### config.mk
export PLATFORM = sky130hd
export DESIGN_NAME = imem_boot_loader
export DESIGN_NICKNAME = d
export VERILOG_FILES = /design/src/rtl/imem_boot_loader.sv
export SDC_FILE = /design/constraint.sdc
export NUM_CORES = 1
export LEC_CHECK = 0
export CAP_MARGIN = 25
export CORE_ASPECT_RATIO = 1.2
export CORE_UTILIZATION = 30
export CTS_BUF_LIST = sky130_fd_sc_hd__clkbuf_2
export DETAILED_ROUTE_END_ITERATION = 12
export PLACE_DENSITY = 0.46
export SYNTH_ARGS = -nofsm -noshare
export SYNTH_HDL_FRONTEND = slang
export SYNTH_SLANG_ARGS = --single-unit
### constraint.sdc
create_clock -name clk -period 2.88 [get_ports clk]
set_clock_uncertainty 0.05 [all_clocks]
set_input_delay 0.864 -clock clk [delete_from_list [all_inputs] [get_ports clk]]
set_output_delay 0.864 -clock clk [all_outputs]
set_load 0.01 [all_outputs]
### src/rtl/imem_boot_loader.sv
// Boot loader: parses framed host bytes (sync, length, little-endian words, XOR checksum)
// into instruction-memory writes and releases the core only after a clean frame.
module imem_boot_loader #(
    parameter logic [31:0] BASE_ADDR = 32'h0000_0000,
    parameter int unsigned MAX_WORDS = 4096,
    parameter int unsigned TIMEOUT   = 1_000_000,
    parameter logic [7:0]  SYNC_BYTE = 8'hA5
) (
    input  logic        clk,
    input  logic        reset,
    input  logic        byte_valid,
    input  logic [7:0]  byte_data,
    output logic        byte_ready,
    output logic        prog_en,
    output logic [31:0] prog_addr,
    output logic [31:0] prog_data,
    output logic        start,
    output logic        busy,
    output logic        done,
    output logic        error,
    output logic [15:0] words_loaded
);

    localparam int TW = $clog2(TIMEOUT + 1);
    localparam logic [TW-1:0] TIMEOUT_LAST = TW'(TIMEOUT - 1);

    typedef enum logic [2:0] {
        ST_IDLE, ST_LEN_LO, ST_LEN_HI, ST_DATA, ST_WRITE, ST_CSUM, ST_DONE, ST_ERROR
    } state_t;

    state_t         state_reg, state_next;
    logic [15:0]    len_reg, len_next;
    logic [1:0]     byte_cnt_reg, byte_cnt_next;
    logic [31:0]    word_reg, word_next;
    logic [7:0]     csum_reg, csum_next;
    logic [TW-1:0]  timeout_reg, timeout_next;
    logic [15:0]    words_reg, words_next;
    logic [31:0]    addr_reg, addr_next;
    logic [31:0]    data_reg, data_next;
    logic           error_reg, error_next;

    logic           accept;
    logic           busy_w;
    logic [15:0]    len_full;
    logic [31:0]    word_shift;

    // New byte enters at the top; after four bytes the first one sits in bits 7:0.
    for (genvar gi = 0; gi < 3; gi++) begin : g_lane
        assign word_shift[8*gi +: 8] = word_reg[8*(gi+1) +: 8];
    end
    assign word_shift[31:24] = byte_data;

    assign len_full = {byte_data, len_reg[7:0]};
    assign accept   = byte_valid && byte_ready;
    assign busy_w   = (state_reg == ST_LEN_LO) || (state_reg == ST_LEN_HI) ||
                      (state_reg == ST_DATA)   || (state_reg == ST_WRITE)  ||
                      (state_reg == ST_CSUM);

    always_comb begin
        state_next    = state_reg;
        len_next      = len_reg;
        byte_cnt_next = byte_cnt_reg;
        word_next     = word_reg;
        csum_next     = csum_reg;
        timeout_next  = '0;
        words_next    = words_reg;
        addr_next     = addr_reg;
        data_next     = data_reg;
        error_next    = error_reg;

        case (state_reg)
            ST_IDLE, ST_DONE: begin
                if (accept && byte_data == SYNC_BYTE) begin
                    state_next    = ST_LEN_LO;
                    error_next    = 1'b0;
                    words_next    = '0;
                    csum_next     = '0;
                    byte_cnt_next = '0;
                end
            end
            ST_LEN_LO: begin
                if (accept) begin
                    len_next[7:0] = byte_data;
                    state_next    = ST_LEN_HI;
                end
            end
            ST_LEN_HI: begin
                if (accept) begin
                    len_next = len_full;
                    if (len_full == 16'd0 || 32'(len_full) > MAX_WORDS) begin
                        state_next = ST_ERROR;
                        error_next = 1'b1;
                    end else begin
                        state_next    = ST_DATA;
                        byte_cnt_next = '0;
                    end
                end
            end
            ST_DATA: begin
                if (accept) begin
                    word_next     = word_shift;
                    csum_next     = csum_reg ^ byte_data;
                    byte_cnt_next = byte_cnt_reg + 2'd1;
                    if (byte_cnt_reg == 2'd3) begin
                        // Latch address/data now so they are steady for the whole strobe.
                        addr_next  = BASE_ADDR + {14'd0, words_reg, 2'b00};
                        data_next  = word_shift;
                        state_next = ST_WRITE;
                    end
                end
            end
            ST_WRITE: begin
                if (words_reg < len_reg) begin
                    words_next = words_reg + 16'd1;
                end
                if (({1'b0, words_reg} + 17'd1) < {1'b0, len_reg}) begin
                    state_next = ST_DATA;
                end else begin
                    state_next = ST_CSUM;
                end
            end
            ST_CSUM: begin
                if (accept) begin
                    if (byte_data == csum_reg) begin
                        state_next = ST_DONE;
                    end else begin
                        state_next = ST_ERROR;
                        error_next = 1'b1;
                    end
                end
            end
            ST_ERROR: begin
                state_next = ST_IDLE;
            end
            default: begin
                state_next = ST_IDLE;
            end
        endcase

        // Inter-byte watchdog; a WRITE cycle counts as link activity.
        if (busy_w && !accept && state_reg != ST_WRITE) begin
            if (timeout_reg == TIMEOUT_LAST) begin
                state_next = ST_ERROR;
                error_next = 1'b1;
            end else begin
                timeout_next = timeout_reg + 1'b1;
            end
        end
    end

    always_ff @(posedge clk) begin
        if (reset) begin
            state_reg    <= ST_IDLE;
            len_reg      <= '0;
            byte_cnt_reg <= '0;
            word_reg     <= '0;
            csum_reg     <= '0;
            timeout_reg  <= '0;
            words_reg    <= '0;
            addr_reg     <= BASE_ADDR;
            data_reg     <= '0;
            error_reg    <= 1'b0;
        end else begin
            state_reg    <= state_next;
            len_reg      <= len_next;
            byte_cnt_reg <= byte_cnt_next;
            word_reg     <= word_next;
            csum_reg     <= csum_next;
            timeout_reg  <= timeout_next;
            words_reg    <= words_next;
            addr_reg     <= addr_next;
            data_reg     <= data_next;
            error_reg    <= error_next;
        end
    end

    assign byte_ready   = (state_reg != ST_WRITE);
    assign prog_en      = (state_reg == ST_WRITE);
    assign prog_addr    = addr_reg;
    assign prog_data    = data_reg;
    assign start        = (state_reg == ST_DONE);
    assign done         = (state_reg == ST_DONE);
    assign busy         = busy_w;
    assign error        = error_reg;
    assign words_loaded = words_reg;

endmodule
Word level (Yosys, flattened, before mapping)
Index checks and enable logic that the tools add are counted.
{ "classes": {"n_reduce_logical": 24, "n_bitwise": 3, "magnitude_cmp": 3, "addsub": 4, "shifts": 0, "n_mul": 0, "eq_ne": 17, "div": 0, "mux": 33} }
{ "ops": {"columns": ["cell", "n"], "rows": [
  ["two-way mux 16 bit", 2],
  ["one-hot mux 16 bit (2 select lines)", 1],
  ["one-hot mux 8 bit (2 select lines)", 2],
  ["two-way mux 3 bit", 10],
  ["two-way mux 8 bit", 3],
  ["one-hot mux 3 bit (7 select lines)", 1],
  ["adder 20 x 1 -> 20 bit (second input constant)", 1],
  ["equality test 20 bit (second input constant)", 1],
  ["adder 16 x 1 -> 17 bit (second input constant)", 1],
  ["< comparator 17 x 16 -> 1 bit", 1],
  ["adder 16 x 1 -> 16 bit (second input constant)", 1],
  ["> comparator 16 x 13 -> 1 bit (second input constant)", 1],
  ["zero test 16 bit", 1],
  ["< comparator 16 bit", 1],
  ["equality test 3 bit (second input constant)", 4],
  ["AND reduction 3 bit", 4],
  ["equality test 8 bit", 1],
  ["equality test 8 bit (second input constant)", 1],
  ["two-way mux 1 bit", 8],
  ["two-way mux 2 bit", 4],
  ["inequality test 2 bit (second input constant)", 4],
  ["XOR 8 bit", 1],
  ["equality test 3 x 2 -> 1 bit (second input constant)", 2],
  ["one-hot mux 2 bit (3 select lines)", 1],
  ["17 further kinds", 27]
]} }
{ "totals": {"register_bits": 146, "latchBits": 0, "ram_bits": 0, "mem_count": 0, "out_inout_bits": 86, "in_bits": 11, "romBits": 0} }

Logic depth before layout (Yosys ltp)
Gate-level depths: netlist of run 1.
{ "depth": {"depth_word": 9, "depth_mapped": 12, "depth_no_buf": 12} }

Worst setup path after synthesis of run 1
No wires, ideal clock.
{ "synth_timing": {"path_type": "register to register", "from": "register words_reg[0] (netlist: words_loaded[0])", "to": "register state_reg[2]", "n_path_buf": 0, "setup_slack_ns": 0.212, "required_ns": 2.713, "path_stages_with_launch": 13, "setup_ns": 0.117, "t_arrival_ns": 2.501, "synth_period_minus_slack_ns": 2.668, "cell_sequence": "dfxtp_1 > ha_1 > nand3_1 > nor2_1 > and2_1 > nand2_1 > xnor2_1 > ha_1 > and4_1 > a21oi_1 > a311o_1 > o2111ai_1 > a22o_1"} }
{ "synth_via": {"elab_chain_len": 6} }
{ "synth_lines": {"columns": ["item", "line", "source"], "rows": [
  ["from (decl)", "37", "logic [15:0] words_reg, words_next;"],
  ["from (signal assigned)", "170", "words_reg <= words_next;"],
  ["adder 16 x 1 -> 17 bit *", "116", "if (({1'b0, words_reg} + 17'd1) < {1'b0, len_reg}) begin"],
  ["< comparator 17 x 16 -> 1 bit *", "116", null],
  ["two-way mux 3 bit *", "116", null],
  ["one-hot mux 3 bit (7 select lines) *", "71", "case (state_reg)"],
  ["two-way mux 3 bit", "142", "if (timeout_reg == TIMEOUT_LAST) begin"],
  ["two-way mux 3 bit *", "141", "if (busy_w && !accept && state_reg != ST_WRITE) begin"],
  ["to (signal assigned)", "164", "state_reg <= state_next;"],
  ["to (decl)", "31", "state_t state_reg, state_next;"]
]} }
Mark *: on every way between the ends. The rest lies on a longest branch, timed or not.
A chain may end at the register's enable or synchronous reset.

Final worst setup path of run 1
{ "layout_timing": {"from": "register words_reg[5] (netlist: words_loaded[5])", "to": "output port words_loaded[5]"} }
{ "layout_rtl": {"columns": ["item", "line", "source"], "rows": [
  ["to (decl)", "21", "output logic [15:0] words_loaded"]
]} }
No word-level cell between the ends.

==> results.tsv, run 1 <==
stage	metric	value	unit
critical_path	Worst Path Buf+Inv	2	
clock_network	H-tree levels	4	
critical_path	r2r endpoint	state_reg[2]	
yosys	Avg Synthesized Cell Area	7.80	um2
yosys	largest family of logic cells by synthesized area	simple AND/OR/NAND/NOR gates	
floorplanning	die height	164	um
yosys	Post-Syn Area	6540	um2
critical_path	source of the worst register-to-register timing path	words_loaded[1]	
placed_design	port bufs	80	
layout	multi-input logic area	3490	um2
layout	Reg area	2790	um2
placed_design	placed cells	1191	
route	drt via density	4.79	
clock_network	Num CTS Buffers	17	
sta	fin crit period	2740	ps
layout	fraction of layout cells with a size suffix above 1	0.132	
global_routing	first-pass GRT wire length	29100	um
sta	final worst setup slack	144	ps
floorplanning	die area	22400	um2
route	First-pass DRT Iterations	4	
sta	fmax	366	MHz
global_routing	largest net degree at the start of global routing	85	
critical_path	slowest cell on the critical path	clkdlybuf4s50_1	
clock_network	clock sink total	138	
yosys	adder-cell share of the synthesized area	0.0646	
critical_path	Worst Path Arrival	1820	ps
min_path	HP Class	primary input to flip-flop	
placed_design	GP Congestion	0.818	
yosys	Synth async-reset ratio	0	
yosys	number of synthesized flops with an enable pin	0	
yosys	Synth Warn #	0	
layout	Non-Filler Instances	1229	
sta	Max-Slew Margin vs Limit	0.630	
yosys	fraction of synthesized area in multiplexers	0	
sta	Final period util	0.950	
clock_network	worst-case clock buffer depth	2	
sta	Worst Max-Slew Pin Slew	550	ps
sta	Final Setup Violations	0	
floorplanning	I/O Pins	97	
floorplanning	Initial Util	0.309	
global_routing	vias in the first global route	5518	
route	DRC errors left	0	
layout	max reg flops	32	
yosys	main flop type after synthesis	dfxtp_1	
sta	Final Hold Vio Count	0	
yosys	Seq cells post-synth	138	
critical_path	crit-path cells	buf_4 -> clkdlybuf4s50_1	
critical_path	CP endpoint	words_loaded[5]	
route	DRT antenna net count	0	
critical_path	Worst setup EP type	primary output	
floorplanning	Rows	58	
clock_network	CTS tree	built	
yosys	post-synth top area share	0.422	
yosys	Post-Synth XOR/XNOR Area	0.0549	
floorplanning	Die X-Extent	137	um
layout	filler instances	2243	
layout	final net count	989	
pwr	pwr dens	400	nW/um2
critical_path	Crit path max-delay family	buffers and inverters	
floorplanning	core area	21200	um2
layout	commonest non-fill, non-tap cell in the layout	nand2_1	
yosys	fraction of the mapped netlist area in simple logic gates	0.240	
layout	Final Util	0.389	
critical_path	CP startpoint	words_loaded[5]	
critical_path	FF-to-FF setup slack	230	ps
status	status	complete, no violations	
route	final wirelength	18400	um
layout	area grow syn2layout	26.0	%
placed_design	pre-CTS WS	-201	ps
critical_path	CP required	1970	ps
layout	most frequent cells in the layout	213 x nand2_1, 121 x dfxtp_1, 119 x a21oi_1	
yosys	Post-Synthesis Cells	839	
clock_network	CTS root buf	clkbuf_2	
critical_path	FF-to-FF path depth	13	
critical_path	kind of critical path	flip-flop to primary output	
yosys	Synth cell types	54	
clock_network	hold_buf cts	0	
critical_path	Worst path max stage delay	540	ps
route	post-DR wirelength/cell	15.0	um
pwr	Max VDD drop	241	uV
global_routing	initial antenna violation count	1	
clock_network	clk slew on worst S/H paths	250	ps
route	via count	5885	
sta	RSZ-0062 raised after global routing	yes	
pwr	Pleak	3.08	nW
clock_network	Clk Latency, worst-skew pair	750	ps
route	drt first-iter violations	308	
critical_path	WP depth	2	
yosys	post-synthesis sequential area ratio	0.422	
min_path	hold path depth	2	
job	max cap viols	0	
yosys	Synth Area in Compound Gates	0.156	
critical_path	maximum fanout along the worst path	7	
yosys	Synth area leaders	dfxtp_1 42%, nand2_1 12%, a21oi_1 9.1%, ha_1 6.3%, nor2_1 3.4%	
global_routing	total grt overflow	0	
placed_design	Final HPWL DP	12800	um
sta	final number of max-transition violations	0	
critical_path	startpoint type of the worst setup path	flip-flop	
global_routing	GRT Total Usage	0.170	
yosys	post-synth top area cell	dfxtp_1	
==> logic make-up after synthesis <==
| group | after synthesis |
|---|---|
| buf+inv | 86 |
| flops | 138 |
| other cells | 1 |
| simple gates | 362 |
| compound gates | 177 |
| fa+ha+maj | 34 |
| xor+xnor | 41 |
==> Yosys cell counts (2+ instances only) <==
library cell  instances
a21boi_0              2
nor2b_1               5
clkbuf_1             35
nor2_1               60
nand4_1              12
a21o_1                7
ha_1                 33
or3_1                 2
a21oi_1             119
and2_1                2
and4_1                4
o21ai_0              20
a32o_1                3
a22o_1                2
buf_1                 2
nand2b_1              3
inv_1                20
nor3b_1               2
xor2_1               21
nor3_1                4
nor4b_1               2
a22oi_1               2
nor4_1               10
a31oi_1               4
o31ai_1               3
o2111ai_1             2
and3_1                8
buf_2                12
xnor2_1              20
nand2_1             214
dfxtp_1             138
buf_4                17
nand3_1              28
==> metrics by stage <==
stage,setup TNS [ps],area (um2),hold WS [ps],total power [mW]
2_1_floorplan,0,6600,380,2.04
3_3_place_gp,-1560,7850,392,2.09
3_5_place_dp,-2270,7850,394,2.09
4_1_cts,-40.4,8140,198,3.36
5_1_grt,-25.9,8240,175,3.45
6_report,0,8240,263,3.29
==> how the worst min path moves through the flow <==
stage	start	to	slack [ps]
finish	reset	len_reg[13]	260
CTS	reset	len_reg[13]	200
detailed placement	word_reg[13]	prog_data[5]	390
floorplan	timeout_reg[0]	timeout_reg[0]	380
global placement	prog_addr[10]	prog_addr[10]	390
global route	reset	len_reg[13]	170
==> report_power, final <==
group | internal, mW | total [mW] | switching [mW]
Sequential | 1.91 | 1.92 | 0.00117
Clock | 0.369 | 1.25 | 0.878
Combinational | 0.0445 | 0.133 | 0.0885
Total | 2.33 | 3.29 | 0.967
==> layer usage <==
layer / part of all wire / GRT usage / vias up
li1: - / - / 3020
met1: 0.46 / 0.212 / 2752
met2: 0.49 / 0.293 / 103
met3: 0.037 / 0.0361 / 10
met4: 0.0084 / 0.0430 / 0
met5: 0 / 0 / -
==> cell type report <==
type	instances	area share
multi-input combinational	630	0.423
antenna	1	0.000304
tap	270	0.0410
inverter	20	0.00911
clock buffer	17	0.0103
sequential	138	0.339
clock inverter	15	0.0217
timing repair buffer	138	0.156
==> repair_timing <==
item                                   CTS  global route
endpoints found under the hold margin    0             0
setup endpoints to repair                8            20
resized for setup                       17            33
setup buffers                            0             5
pin swaps                                0             2
Power figures use the tool's default switching activity.
==> inputs of run 2 (changes only) <==
Settings changed: CORE_MARGIN from default to 3.
==> results.tsv, run 2 (same netlist as run 1, synthesis figures left out) <==
stage	metric	value	unit	change
route	post-DR wirelength/cell	15.0	um	+0.32%
route	max layer used	met4		
min_path	Worst Hold End	word_reg[19]		
critical_path	startpoint type of the worst setup path	flip-flop		
route	final wirelength	18400	um	+0.32%
placed_design	GP Congestion	0.794		-2.9%
sta	final worst setup slack	139	ps	-5.24 ps
sta	Final TNS setup	0	ps	unchanged
pwr	Max VDD drop	242	uV	+0.51%
pwr	Net Sw Frac	0.305		+0.0110
pwr	Clock power frac	0.368		-0.010
pwr	Int Power	2.25	mW	-3.1%
layout	Final Util	0.387		-0.00218
critical_path	Worst setup EP type	primary output		
global_routing	total grt overflow	0		unchanged
critical_path	maximum fanout along the worst path	3		-4
sta	RSZ-0062 raised after global routing	no		
layout	max reg flops	32		unchanged
sta	Final Setup Violations	0		unchanged
clock_network	CTS tree	built		
route	drt via density	4.81		+0.42%
route	WL met1	8450	um	-0.18%
route	WL met2	8990	um	-1.2%
global_routing	vias in the first global route	5773		+4.6%
job	max cap viols	0		unchanged
pwr	P_sw	987	uW	+2.1%
layout	commonest non-fill, non-tap cell in the layout	nand2_1		
sta	fin crit period	2740	ps	+5.24 ps
layout	Non-Filler Instances	1229		unchanged
clock_network	Num CTS Buffers	17		unchanged
route	drt first-iter violations	329		+6.8%
critical_path	kind of critical path	flip-flop to primary output		
sta	Final period util	0.952		+0.00182
layout	final net count	988		-0.10%
critical_path	FF-to-FF path depth	12		-1
clock_network	worst-case clock buffer depth	2		unchanged
pwr	Logic pwr share	0.040		about the same
clock_network	CTS root buf	clkbuf_2		
clock_network	hold_buf cts	0		unchanged
clock_network	clock sink total	138		unchanged
sta	fmax	365	MHz	-0.19%
global_routing	largest net degree at the start of global routing	53		-38%
route	DRC errors left	0		unchanged
layout	fraction of layout cells with a size suffix above 1	0.122		-0.00927
placed_design	pre-CTS WS	-150	ps	+50.6 ps
floorplanning	core area	21200	um2	unchanged
pwr	total power	3.24	mW	-1.6%
clock_network	Clk Latency, worst-skew pair	750	ps	about the same
floorplanning	die height	168	um	+2.4%
global_routing	first-pass GRT wire length	30100	um	+3.5%
clock_network	H-tree levels	4		unchanged
clock_network	clk slew on worst S/H paths	280	ps	+30 ps
layout	area grow syn2layout	25.3	%	
layout	most frequent cells in the layout	213 x nand2_1, 128 x dfxtp_1, 119 x a21oi_1		
pwr	pwr dens	396	nW/um2	-1.0%
pwr	sequential share of power	0.591		+0.010
floorplanning	die area	23600	um2	+5.4%
sta	Worst Max-Slew Pin Slew	561	ps	+11.2 ps
critical_path	Worst Path Arrival	1830	ps	about the same
route	DRT antenna net count	0		unchanged
floorplanning	Die X-Extent	141	um	+2.9%
critical_path	FF-to-FF setup slack	180	ps	-50 ps
sta	Max-Slew Margin vs Limit	0.626		-0.00410
route	via count	5910		+0.42%
min_path	hold path depth	2		unchanged
critical_path	CP required	1970	ps	about the same
min_path	HP Class	flip-flop to flip-flop		
global_routing	initial antenna violation count	1		unchanged
route	First-pass DRT Iterations	7		+3
critical_path	source of the worst register-to-register timing path	words_loaded[0]		
pwr	Pleak	3.06	nW	-0.44%
placed_design	port bufs	80		unchanged
global_routing	GRT Total Usage	0.158		-0.0120
critical_path	r2r endpoint	state_reg[1]		
placed_design	placed cells	1193		+0.17%
floorplanning	Rows	58		unchanged
floorplanning	Initial Util	0.309		unchanged
sta	final number of max-transition violations	0		unchanged
min_path	Hold Path Origin	word_reg[27]		
layout	filler instances	2265		+0.98%
floorplanning	I/O Pins	97		unchanged
sta	Final Hold Vio Count	0		unchanged
route	routed wl met3	862	um	+27%
placed_design	Final HPWL DP	13200	um	+2.7%
status	status	complete, no violations		
run 2: routing by layer:
metal | track usage | up-vias
li1 | - | 3015
met1 | 0.207 | 2764
met2 | 0.261 | 123
met3 | 0.0335 | 8
met4 | 0.0451 | 0
met5 | 0 | -
run 2: through the flow:
stage,hold WS (ps),instance area (um2)
6_report,393,8200
5_1_grt,356,8200
4_1_cts,340,8140
3_5_place_dp,394,7860
3_3_place_gp,391,7860
2_1_floorplan,380,6600
run 2: how the worst max path moves through the flow:
stage,to,startpoint,depth (start not counted)
floorplan,state_reg[2],words_loaded[0],12
global placement,state_reg[2],byte_data[2],9
detailed placement,words_loaded[0],byte_data[6],9
CTS,done,state_reg[2],4
global route,words_loaded[10],words_loaded[10],1
finish,byte_ready,state_reg[0],2
run 2: final cells by class:
| class | count | area (um2) | share of cell area |
|---|---|---|---|
| diodes | 2 | 5.00 | 0.000611 |
| clock buffers | 17 | 85.1 | 0.0104 |
| clock inverters | 15 | 170 | 0.0208 |
| inverters | 20 | 75.1 | 0.00916 |
| multi-input cells | 630 | 3480 | 0.425 |
| flip-flops and latches | 138 | 2780 | 0.339 |
| well taps | 270 | 338 | 0.0412 |
| repair buffers | 137 | 1260 | 0.154 |
run 2: repair_timing:
action                                  in CTS  in global routing
resized for setup                           26                 16
setup buffers                                0                  2
pin swaps                                    1                  0
endpoints found under the setup margin      10                 11
run 2: critical path, stage by stage, from the launching register on:
cell and delay, ps:
dfxtp_2 390, or3b_4 450, clkdlybuf4s15_1 260
run 2: power by group through the flow:
stage / Sequential (mW) / Combinational, mW / Clock, mW
CTS: 1.92 / 0.131 / 1.26
global placement: 1.95 / 0.132 / 0
finish: 1.92 / 0.131 / 1.19
detailed placement: 1.95 / 0.130 / 0
floorplan: 1.95 / 0.0912 / 0
global route: 1.92 / 0.142 / 1.34
